**src/rtl/qspi_pkg.sv**
```systemverilog
// Shared types and helpers for the QSPI TX drain block.
package qspi_pkg;

  typedef enum logic [2:0] {
    IDLE  = 3'd0,
    FETCH = 3'd1,
    WAIT  = 3'd2,
    SHIFT = 3'd3,
    DONE  = 3'd4
  } qspi_tx_state_e;

  localparam int QSPI_IO_W = 4;

  function automatic int nib_cnt(input int data_width);
    return data_width / QSPI_IO_W;
  endfunction

endpackage

```
**src/rtl/qspi_tx_drain_if.sv**
```systemverilog
// FIFO read port plus QSPI pad signals; master is the drain, slave is the FIFO/pad side.
interface qspi_tx_drain_if
  import qspi_pkg::*;
#(
  parameter int DATA_WIDTH = 8
) ();

  logic                  ren;
  logic [DATA_WIDTH-1:0] rdata;
  logic                  empty;
  logic                  qspi_sclk;
  logic                  qspi_cs_n;
  logic [QSPI_IO_W-1:0]  qspi_io;
  logic                  qspi_oe;

  modport master (
    output ren,
    input  rdata,
    input  empty,
    output qspi_sclk,
    output qspi_cs_n,
    output qspi_io,
    output qspi_oe
  );

  modport slave (
    input  ren,
    output rdata,
    output empty,
    input  qspi_sclk,
    input  qspi_cs_n,
    input  qspi_io,
    input  qspi_oe
  );

endinterface

```
**src/rtl/qspi_sclk_gen.sv**
```systemverilog
// SCLK half-period timer: toggles SCLK every CLK_DIV enabled cycles, idles low.
// rise/fall strobe in the cycle before SCLK changes; clr or !en returns it to idle low.
module qspi_sclk_gen #(
  parameter int CLK_DIV = 2
) (
  input  logic clk,
  input  logic clr,
  input  logic en,
  output logic sclk,
  output logic rise,
  output logic fall
);

  localparam int CW = $clog2(CLK_DIV) + 1;

  logic [CW-1:0] cnt;
  logic          wrap;

  assign wrap = en && (cnt == CW'(CLK_DIV - 1));
  assign rise = wrap && !sclk;
  assign fall = wrap && sclk;

  always_ff @(posedge clk) begin
    if (clr || !en) begin
      cnt  <= '0;
      sclk <= 1'b0;
    end else if (wrap) begin
      cnt  <= '0;
      sclk <= ~sclk;
    end else begin
      cnt <= cnt + CW'(1);
    end
  end

endmodule

```
**src/rtl/qspi_tx_drain.sv**
```systemverilog
// Pops len words from the TX FIFO and shifts them out MSB nibble first under one CS frame.
// First ren one cycle after start, io at 2+DELAY; an empty FIFO stalls the frame with SCLK low.
module qspi_tx_drain
  import qspi_pkg::*;
#(
  parameter int DATA_WIDTH = 8,
  parameter int DELAY      = 1,
  parameter int CLK_DIV    = 2,
  parameter int LEN_W      = 8
) (
  input  logic             r_clk,
  input  logic             r_rst,
  input  logic             start,
  input  logic [LEN_W-1:0] len,
  output logic             busy,
  output logic             done,
  output logic             underrun,
  qspi_tx_drain_if.master  bus
);

  localparam int NIB = nib_cnt(DATA_WIDTH);
  localparam int NCW = $clog2(NIB) + 1;

  if (DATA_WIDTH % QSPI_IO_W != 0) begin : g_bad_width
    $error("qspi_tx_drain: DATA_WIDTH must be a multiple of 4");
  end
  if (DELAY != 0 && DELAY != 1) begin : g_bad_delay
    $error("qspi_tx_drain: DELAY must be 0 or 1");
  end
  if (CLK_DIV < 1) begin : g_bad_div
    $error("qspi_tx_drain: CLK_DIV must be at least 1");
  end

  qspi_tx_state_e        state_q, state_d;
  logic [LEN_W-1:0]      rem_q, rem_d;
  logic [DATA_WIDTH-1:0] shreg_q, shreg_d;
  logic [NCW-1:0]        nib_q, nib_d;
  logic                  busy_q, busy_d;
  logic                  done_q, done_d;
  logic                  underrun_q, underrun_d;
  logic                  cs_n_q, cs_n_d;
  logic                  oe_q, oe_d;
  logic                  pop;
  logic                  sclk, sclk_rise, sclk_fall;

  qspi_sclk_gen #(
    .CLK_DIV (CLK_DIV)
  ) u_sclk_gen (
    .clk  (r_clk),
    .clr  (r_rst),
    .en   (state_q == SHIFT),
    .sclk (sclk),
    .rise (sclk_rise),
    .fall (sclk_fall)
  );

  always_comb begin
    state_d    = state_q;
    rem_d      = rem_q;
    shreg_d    = shreg_q;
    nib_d      = nib_q;
    busy_d     = busy_q;
    done_d     = 1'b0;
    underrun_d = underrun_q;
    cs_n_d     = cs_n_q;
    oe_d       = oe_q;
    pop        = 1'b0;

    case (state_q)
      IDLE: begin
        if (start) begin
          if (len != '0) begin
            rem_d      = len;
            underrun_d = 1'b0;
            busy_d     = 1'b1;
            cs_n_d     = 1'b0;
            oe_d       = 1'b1;
            state_d    = FETCH;
          end else begin
            done_d  = 1'b1;
            state_d = DONE;
          end
        end
      end

      FETCH: begin
        if (!bus.empty) begin
          pop   = 1'b1;
          nib_d = '0;
          if (DELAY == 0) begin
            shreg_d = bus.rdata;
            state_d = SHIFT;
          end else begin
            state_d = WAIT;
          end
        end else begin
          underrun_d = 1'b1;
        end
      end

      WAIT: begin
        shreg_d = bus.rdata;
        state_d = SHIFT;
      end

      SHIFT: begin
        // nibbles are counted as the slave captures them, so the word ends on the fall after the last rise
        if (sclk_rise) begin
          nib_d = nib_q + NCW'(1);
        end
        if (sclk_fall) begin
          if (nib_q == NCW'(NIB)) begin
            nib_d = '0;
            rem_d = rem_q - LEN_W'(1);
            if (rem_q == LEN_W'(1)) begin
              busy_d  = 1'b0;
              cs_n_d  = 1'b1;
              oe_d    = 1'b0;
              done_d  = 1'b1;
              shreg_d = '0;
              state_d = DONE;
            end else begin
              state_d = FETCH;
            end
          end else begin
            shreg_d = shreg_q << QSPI_IO_W;
          end
        end
      end

      DONE: begin
        state_d = IDLE;
      end

      default: begin
        state_d = IDLE;
      end
    endcase
  end

  always_ff @(posedge r_clk) begin
    if (r_rst) begin
      state_q    <= IDLE;
      rem_q      <= '0;
      shreg_q    <= '0;
      nib_q      <= '0;
      busy_q     <= 1'b0;
      done_q     <= 1'b0;
      underrun_q <= 1'b0;
      cs_n_q     <= 1'b1;
      oe_q       <= 1'b0;
    end else begin
      state_q    <= state_d;
      rem_q      <= rem_d;
      shreg_q    <= shreg_d;
      nib_q      <= nib_d;
      busy_q     <= busy_d;
      done_q     <= done_d;
      underrun_q <= underrun_d;
      cs_n_q     <= cs_n_d;
      oe_q       <= oe_d;
    end
  end

  assign busy          = busy_q;
  assign done          = done_q;
  assign underrun      = underrun_q;
  assign bus.ren       = pop && !r_rst;
  assign bus.qspi_sclk = sclk;
  assign bus.qspi_cs_n = cs_n_q;
  assign bus.qspi_io   = shreg_q[DATA_WIDTH-1 -: QSPI_IO_W];
  assign bus.qspi_oe   = oe_q;

endmodule

```
**src/flat_wrapper.sv**
```systemverilog
// flat-port wrapper written by rule: the top's interface ports become plain ports
module qspi_tx_drain_flat import qspi_pkg::*;
#(
  parameter int DATA_WIDTH = 8,
  parameter int DELAY      = 1,
  parameter int CLK_DIV    = 2,
  parameter int LEN_W      = 8
)
  (r_clk, r_rst, start, len, busy, done, underrun, bus_ren, bus_rdata, bus_empty, bus_qspi_sclk, bus_qspi_cs_n, bus_qspi_io, bus_qspi_oe);
  qspi_tx_drain_if #(.DATA_WIDTH(DATA_WIDTH)) bus_i ();
  input  logic r_clk;
  input  logic r_rst;
  input  logic start;
  input  logic [LEN_W-1:0] len;
  output logic busy;
  output logic done;
  output logic underrun;
  output wire logic [$bits(bus_i.ren)-1:0] bus_ren;
  input wire logic [$bits(bus_i.rdata)-1:0] bus_rdata;
  input wire logic [$bits(bus_i.empty)-1:0] bus_empty;
  output wire logic [$bits(bus_i.qspi_sclk)-1:0] bus_qspi_sclk;
  output wire logic [$bits(bus_i.qspi_cs_n)-1:0] bus_qspi_cs_n;
  output wire logic [$bits(bus_i.qspi_io)-1:0] bus_qspi_io;
  output wire logic [$bits(bus_i.qspi_oe)-1:0] bus_qspi_oe;
  assign bus_ren = bus_i.ren;
  assign bus_i.rdata = bus_rdata;
  assign bus_i.empty = bus_empty;
  assign bus_qspi_sclk = bus_i.qspi_sclk;
  assign bus_qspi_cs_n = bus_i.qspi_cs_n;
  assign bus_qspi_io = bus_i.qspi_io;
  assign bus_qspi_oe = bus_i.qspi_oe;
  qspi_tx_drain #(.DATA_WIDTH(DATA_WIDTH), .DELAY(DELAY), .CLK_DIV(CLK_DIV), .LEN_W(LEN_W)) u_core (.r_clk(r_clk), .r_rst(r_rst), .start(start), .len(len), .busy(busy), .done(done), .underrun(underrun), .bus(bus_i));
endmodule
```
**config.mk**
```make
export PLATFORM = sky130hd
export DESIGN_NAME = qspi_tx_drain_flat
export DESIGN_NICKNAME = d
export VERILOG_FILES = /design/src/rtl/qspi_pkg.sv /design/src/rtl/qspi_tx_drain_if.sv /design/src/rtl/qspi_sclk_gen.sv /design/src/rtl/qspi_tx_drain.sv /design/src/flat_wrapper.sv
export SDC_FILE = /design/constraint.sdc
export NUM_CORES = 1
export LEC_CHECK = 0
export BUFFER_PORTS_ARGS = -buffer_cell sky130_fd_sc_hd__clkbuf_2
export CAP_MARGIN = 10
export CORE_ASPECT_RATIO = 0.9
export CORE_MARGIN = 4
export CORE_UTILIZATION = 30
export DETAILED_ROUTE_END_ITERATION = 10
export PLACE_DENSITY = 0.5
export SYNTH_ARGS = -nofsm -noshare
export SYNTH_HDL_FRONTEND = slang
export SYNTH_HIERARCHICAL = 1
export SYNTH_SLANG_ARGS = --single-unit
```
**constraint.sdc**
```tcl
create_clock -name r_clk -period 2.3 [get_ports r_clk]
set_input_delay 0.115 -clock r_clk [delete_from_list [all_inputs] [get_ports r_clk]]
set_output_delay 0.115 -clock r_clk [all_outputs]
set_load 0.02 [all_outputs]
```
# --- Word level (Yosys, flattened, before mapping) ---
# Cells that the tools add are included.
op_classes:
  addsub: 3
  eq_ne: 14
  mux: 43
  n_bitwise: 1
  n_reduce_logical: 21
ops:
  columns: ["operator", "count"]
  rows:
  - ["$mux W8", 7]
  - ["$pmux W8 S2", 2]
  - ["$mux W1", 18]
  - ["$mux W3", 6]
  - ["$pmux W3 S4", 1]
  - ["$eq A8 B1 Y1 const B", 1]
  - ["$mux W2", 4]
  - ["$ne A2 B1 Y1 const B", 4]
  - ["$pmux W1 S2", 4]
  - ["$reduce_and A4 Y1", 2]
  - ["$reduce_bool A2 Y1", 4]
  - ["$reduce_bool A8 Y1", 1]
  - ["$sub A8 B1 Y8 const B", 1]
  - ["$eq A3 B2 Y1 const B", 2]
  - ["$ne A2 B2 Y1 const B", 3]
  - ["$reduce_and A6 Y1", 1]
  - ["$reduce_and A5 Y1", 1]
  - ["$add A2 B1 Y2 const B", 2]
  - ["$logic_and A1 B1 Y1", 4]
  - ["$pmux W2 S2", 1]
  - ["$eq A3 B1 Y1 const B", 1]
  - ["$logic_not A1 Y1", 3]
  - ["$logic_not A3 Y1", 1]
  - ["$ne A3 B3 Y1 const B", 1]
  - ["7 further kinds", 7]
word_totals:
  register_bits: 28
  out_inout_bits: 11
  word_cells: 92

# --- Logic depth before layout (Yosys ltp) ---
# Gate-level depths: netlist of the first run.
depth:
  depth_word: 7
  depth_mapped: 8
  depth_no_buf: 7

# --- Cells and area by module ---
# Netlist of the first run, hierarchy kept.
by_module_without_submodules:
  columns: ["mod", "instances", "cells_each", "area_each_um2", "seq_area_each_um2"]
  rows:
  - ["qspi_tx_drain", 1, 173, 1426.4, 500.5]
  - ["qspi_sclk_gen", 1, 13, 120.1, 60.1]

# --- Least setup slack after synthesis of the first run ---
# Ideal clock, no wire load.
synth_path:
  kind: "reg2reg"
  from: "register u_core.state_q[2]"
  to: "register u_core.shreg_q[0]"
  setup_ps: 117
  arrival_time_ps: 1991
  t_required_ps: 2183
  path_slack_ps: 192
  path_stages_with_launch: 9
  path_buffers: 1
  synth_period_minus_slack_ps: 2108
  path_cell_list: "dfxtp_1 > nand3b_1 > inv_1 > clkbuf_1 > and3_2 > nor2b_1 > nor3b_2 > nand2_2 > a32o_1"
synth_between:
  elab_chain_len: 5
  word_cells_on_any_way: 9
  cone_classes: "4 x eq/ne; 1 x mux; 4 x reduce/logical"
synth_rtl:
  columns: ["item", "line", "source"]
  rows:
  - ["start, declared", "qspi_tx_drain.sv:34", "qspi_tx_state_e state_q, state_d;"]
  - ["start signal, assigned", "qspi_tx_drain.sv:153", "state_q <= state_d;"]
  - ["$eq A3 B2 Y1", "qspi_tx_drain.sv:51", ".en (state_q == SHIFT),"]
  - ["$logic_and A1 B1 Y1", "qspi_sclk_gen.sv:19", "assign wrap = en && (cnt == CW'(CLK_DIV - 1));"]
  - ["$logic_and A1 B1 Y1", "qspi_sclk_gen.sv:21", "assign fall = wrap && sclk;"]
  - ["via u_core.sclk_fall", "qspi_tx_drain.sv:44", "logic sclk, sclk_rise, sclk_fall;"]
  - ["$ne A2 B1 Y1 (no source line)", null, null]
  - ["$reduce_and A3 Y1 (no source line)", null, null]
  - ["end signal, assigned", "qspi_tx_drain.sv:155", "shreg_q <= shreg_d;"]
  - ["end, declared", "qspi_tx_drain.sv:36", "logic [DATA_WIDTH-1:0] shreg_q, shreg_d;"]
# The timed path passes the listed nets, and every way through them passes these cells.
# A chain may end at the register's enable or synchronous reset.

# --- Final worst setup path of the first run ---
layout_path:
  from: "register u_core.rem_q[2]"
  to: "register u_core.shreg_q[0]"
layout_between:
  elab_chain_len: 3
layout_rtl:
  columns: ["item", "line", "source"]
  rows:
  - ["start, declared", "qspi_tx_drain.sv:35", "logic [LEN_W-1:0] rem_q, rem_d;"]
  - ["start signal, assigned", "qspi_tx_drain.sv:154", "rem_q <= rem_d;"]
  - ["$eq A8 B1 Y1", "qspi_tx_drain.sv:115", "if (rem_q == LEN_W'(1)) begin"]
  - ["$ne A3 B3 Y1 (no source line)", null, null]
  - ["$reduce_and A3 Y1 (no source line)", null, null]
# Every way passes these cells.

==> run metrics, run 1 <==
first-pass GRT wire length around 7 mm; register bit total from synthesis 28; die area about 6400 µm²; Synth Instances approximately 190; Worst-path clk slew 0.10 ns; Int Pwr approximately 0.86 mW; CP Class flip-flop to flip-flop; Fin Clk Skew roughly 0.0037 ns; Req. time, crit path between 2 and 2.5 ns; hold_buf cts 0; Worst path max stage delay between 0.7 and 0.8 ns; htree depth 1; Yosys warnings 6; clk sinks 28; Inserted Diodes 0; FMAX roughly 470 MHz; Die Height between 70 and 80 µm; Initial Utilization a little under a third; CTS tree yes; Root Driver clkbuf_8; leakage approximately 0.7 nW; post-CTS setup buffers 0; Detail Placement HPWL roughly 3.1 mm; Slew HR 48.2%; latest clock arrival within the worst-skew pair roughly 0.27 ns; Die W between 80 and 90 µm; ys async rst share 0%; Power Dens Cells between 600 and 700 nW/µm²; crit path time final ~2.1 ns; Setup-failing EPs final 0; routed via count around 1.4k; gr usage total a little over an eighth; RSZ-0062 raised after global routing false; Area Growth Syn to Fin 18.0%; Netlist cell types 45; # rows 24; Buf/Inv on CP 0; synth top area cells dfxtp_1 (36%), a21oi_1 (6.5%), a32o_1 (3.9%); Slew @ Worst Pin approximately 0.77 ns; Syn Nets between 200 and 250; Routed WL 4.20 mm; Yosys top cell by area dfxtp_1; average instance area after synthesis roughly 8.3 µm²; CTS resizes 0; ANT nets after route 0; final instance area 1830 µm²; part of the power in registers 45.2%; Startpoint Class flip-flop; router iterations before antenna repair 4; Final TNS setup 0 ns; Worst Setup End Kind flip-flop; IO Port Bufs 30; core area roughly 5000 µm²; Net Switching approximately 0.35 mW; Layout Utilization between 30% and 40%; CP max FO 9; Comb pwr share around 23%; sequential element share of the synthesized area 36.2%; crit path DAT about 2.3 ns; layout cells sized above 1 23.2%; via density per instance 5.24; initial antenna violation count 0; predominant post-synthesis flop cell dfxtp_1; Post-synth EDFFs 0; synthesized cell area 1550 µm²; Final #Nets 236; Synth top area share 36.2%; WL/cell approximately 15 µm; max-slew violations 0; vias in the first global route ~1.4k; CTS Buffer Depth 2; Crit-path slowest cell or4_1; maxcap violations 0; Post-synth top cells dfxtp_1 (28), a21oi_1 (20), nand2_1 (14); HP Class primary input to flip-flop; CTS Buf Count 3; critical path's top delay family simple AND/OR/NAND/NOR gates; Max VDD drop approximately 0.29 mV; outcome completed; Iter 0 DRT Violations ~110; DRC 0; Cell Area, Placed between 1500 and 2000 µm²; largest net degree at the start of global routing 23; cell with the most instances after synthesis dfxtp_1; clock power share between 30% and 40%; grt total ovfl 0; RD Place Congestion about 0.85; switch share ~29%; ratio of final minimum period to clock period around 92%; Fin. Hold Viols 0; num ports 31; CP cell instances or4_1 > o311ai_4 > nand2_2 > a32o_1
-- stage by stage --
stage / std cells / power, mW / hold WS (ns) / worst slack [ns]
finish: 276 / 1.21 / 0.0517 / 0.193
global route: 276 / 1.28 / 0.0338 / 0.0811
CTS: 276 / 1.22 / 0.0435 / 0.195
detailed placement: 272 / 0.826 / 0.342 / 0.220
global placement: 272 / 0.831 / 0.336 / 0.261
floorplan: 186 / 0.750 / 0.241 / 0.192
-- layout make-up --
type | count | area (µm²)
Fill cell | 521 | 3100
Clock inverter | 1 | 30.0
Clock buffer | 3 | 41.3
Sequential cell | 28 | 561
Timing Repair Buffer | 38 | 210
Multi-Input combinational cell | 134 | 876
Inverter | 7 | 26.3
Tap cell | 65 | 81.3
-- cell families (layout without fill, tap and decap cells) --
kind of cell | after synthesis | count (layout) | synth area share [%]
AND/OR/NAND/NOR | 69 | 69 | 24.0
buffers and inverters | 24 | 49 | 7.12
XOR/XNOR | 1 | 1 | 0.566
adder cells (fa/ha/maj) | 4 | 4 | 3.24
AO/OA/AOI/OAI | 60 | 60 | 28.8
flip-flops | 28 | 28 | 36.2
-- flip-flops by register name, indices dropped and copies added, names as in the netlist --
register                cells
u_core/shreg_q              8
u_core/u_sclk_gen/sclk      1
u_core/state_q              3
u_core/u_sclk_gen/cnt       2
u_core/nib_q                2
u_core/rem_q                8
u_core/underrun             1
u_core/bus.qspi_cs_n        1
u_core/done                 1
u_core/bus.qspi_oe          1
-- worst register-to-register path: cells and delay by family, from the launching register on --
family | cells | cell delay, ns
simple gates | 2 | 0.85
flops | 1 | 0.39
compound gates | 2 | 0.78
-- cell usage in the layout, fill, tap and decap left out, drive strengths merged, types with 2 or more instances in the layout --
cell type	count
buf	8
dfxtp	28
nor2	12
a21bo	2
nor3	10
a32o	6
inv	7
o22ai	3
a21oi	20
nand2b	3
nand3	6
nor4b	2
and3	2
nand2	15
clkbuf	33
o32ai	3
a221oi	2
nor3b	7
a22oi	3
a21boi	3
nor2b	4
ha	4
a311oi	4
o21ai	3
nor4	4
a2bb2oi	2
-- power groups by stage --
| stage | clock (mW) | combinational, mW | sequential [mW] |
|---|---|---|---|
| finish | 0.390 | 0.273 | 0.546 |
| global route | 0.428 | 0.302 | 0.551 |
| CTS | 0.407 | 0.272 | 0.546 |
| detailed placement | 0 | 0.270 | 0.557 |
| global placement | 0 | 0.274 | 0.557 |
| floorplan | 0 | 0.193 | 0.557 |
-- per-layer routing --
layer	part of all wire, %	routed length [µm]	global-route usage (%)	vias to the layer above
met5	0	0	0	-
met4	0.91	38	3.22	0
met3	6.2	262	3.89	5
met2	43	1790	19.1	44
met1	50	2100	19.4	652
li1	-	-	-	746
-- final timing paths --
| check | start | end | slack [ns] | depth (start not counted) |
|---|---|---|---|---|
| worst max-delay path | u_core/rem_q[2]$_SDFFE_PP0P_ | u_core/shreg_q[0]$_SDFFE_PP0P_ | 0.19 | 4 |
| worst min-delay path | bus_rdata[0] | u_core/shreg_q[0]$_SDFFE_PP0P_ | 0.05 | 2 |
| worst max register to register | u_core/rem_q[2]$_SDFFE_PP0P_ | u_core/shreg_q[0]$_SDFFE_PP0P_ | 0.19 | 4 |
| worst min register to register | u_core/u_sclk_gen/cnt[0]$_SDFF_PP0_ | u_core/u_sclk_gen/cnt[0]$_SDFF_PP0_ | 0.44 | 1 |
No activity file was read; power rests on OpenSTA's default activity.
==> run 2, diff against run 1 <==
- CORE_ASPECT_RATIO: 0.9 -> 1.1
- CORE_MARGIN: 4 -> 1
- clock period: 2.3 -> 1.7 ns (I/O delays scaled with it)
==> run metrics, run 2 (synthesized netlist as in run 1, its figures left out) <==
crit path DAT 1.88 ns; IO Port Bufs 30; max-slew violations 0; Initial Utilization a little under a third; leakage 0.832 nW; die area roughly 5400 µm²; Worst Setup End Kind flip-flop; router iterations before antenna repair 4; fillers about 530; RD Place Congestion approximately 0.9; Setup-failing EPs final 0; CTS Buffer Depth 2; via density per instance ~5.3; largest net degree at the start of global routing 23; num ports 31; grt total ovfl 0; WL/cell 14.5 µm; most frequent cells in the layout clkbuf_2 (30), buf_4 (29), dfxtp_1 (25), a21oi_1 (20), nand2_1 (13); Power Dens Cells ~840 nW/µm²; Routed WL about 4.3 mm; HP Class primary input to flip-flop; CP Class flip-flop to flip-flop; Area Growth Syn to Fin 32.7%; CP max FO 4; worst hold path depth 2; largest registers u_core/rem_q x8, u_core/shreg_q x8, u_core/state_q x3; htree depth 1; Final TNS setup 0 ns; FF-to-FF path depth 5; ratio of final minimum period to clock period around 99%; gr usage total roughly 16%; core area 4970 µm²; CTS Buf Count 3; initial antenna violation count 0; Startpoint Class flip-flop; clk sinks 28; ANT nets after route 0; Max VDD drop 0.333 mV; maxcap violations 0; outcome completed; latest clock arrival within the worst-skew pair between 0.2 and 0.3 ns; Final #Nets 260; DRC 0; Die Height slightly below 80 µm; Fin Clk Skew roughly 0.0048 ns; Fin. Hold Viols 0; Slew @ Worst Pin 0.389 ns; routed via count 1566; Die W between 70 and 80 µm; layout cells sized above 1 about a third; CTS tree yes; # rows 27; RSZ-0062 raised after global routing true; Slew HR 73.7%; crit path time final 1.68 ns; Root Driver clkbuf_8; final non-filler cell total ~290; Iter 0 DRT Violations 105; Detail Placement HPWL between 3 and 4 mm; FMAX 595 MHz; vias in the first global route roughly 1.5k; first-pass GRT wire length roughly 7 mm; total power draw 1.73 mW; Layout Utilization a little over 40%; Post-Place Cells approximately 290; final hold slack about 0.016 ns; Worst-path clk slew 0.11 ns; Req. time, crit path 1.90 ns; most common cell after layout, fill and taps aside clkbuf_2; Inserted Diodes 0
-- run 2: critical path, stage by stage (launching register included) --
cell and delay (ns):
dfxtp_2 0.33, or4_4 0.55, o311ai_4 0.26, buf_4 0.18, a21oi_1 0.05, a311oi_1 0.22
-- run 2: final timing paths --
| check | startpoint | end | slack, ns |
|---|---|---|---|
| worst max-delay path | u_core/rem_q[2]$_SDFFE_PP0P_ | u_core/shreg_q[6]$_SDFFE_PP0P_ | 0.02 |
| worst min-delay path | bus_rdata[2] | u_core/shreg_q[2]$_SDFFE_PP0P_ | 0.02 |
| worst max register to register | u_core/rem_q[2]$_SDFFE_PP0P_ | u_core/shreg_q[6]$_SDFFE_PP0P_ | 0.02 |
| worst min register to register | u_core/u_sclk_gen/cnt[0]$_SDFF_PP0_ | u_core/u_sclk_gen/cnt[0]$_SDFF_PP0_ | 0.44 |
-- run 2: area by class of cell --
| cell class | instances | area, µm² | share of cell area (%) |
|---|---|---|---|
| Clock buffer | 3 | 41.3 | 2.01 |
| Multi-Input combinational cell | 134 | 917 | 44.7 |
| Tap cell | 58 | 72.6 | 3.54 |
| Sequential cell | 28 | 564 | 27.5 |
| Inverter | 7 | 26.3 | 1.28 |
| Clock inverter | 1 | 30.0 | 1.46 |
| Timing Repair Buffer | 62 | 400 | 19.5 |
-- run 2: timing repair --
item / in CTS / in global routing
buffers inserted: 0 / 2
gates cloned: 0 / 0
hold buffers: 0 / 1
gates resized for setup: 4 / 7
pin swaps: 2 / 5
endpoints found under the setup margin: 13 / 16
hold endpoints to repair: 0 / 1
-- run 2: stage by stage --
step / worst slack, ns / cell area [µm²]
2_1_floorplan: -0.165 / 1570
3_3_place_gp: -0.0611 / 1910
3_5_place_dp: -0.114 / 1910
4_1_cts: 0.00898 / 2000
5_1_grt: -0.0248 / 2050
6_report: 0.0199 / 2050
-- run 2: routing by layer --
metal / vias to the layer above / global-route usage (%) / part of all wire (%)
met4: 0 / 5.60 / 1.3
met1: 728 / 20.1 / 47
met5: - / 0 / 0
met2: 39 / 26.8 / 47
met3: 4 / 2.37 / 4.5
li1: 795 / - / -
-- run 2: power breakdown --
group	switching (mW)	internal [mW]	total, mW
combinational	0.244	0.211	0.455
sequential	0.0343	0.702	0.736
clock	0.225	0.315	0.541
total	0.504	1.23	1.73
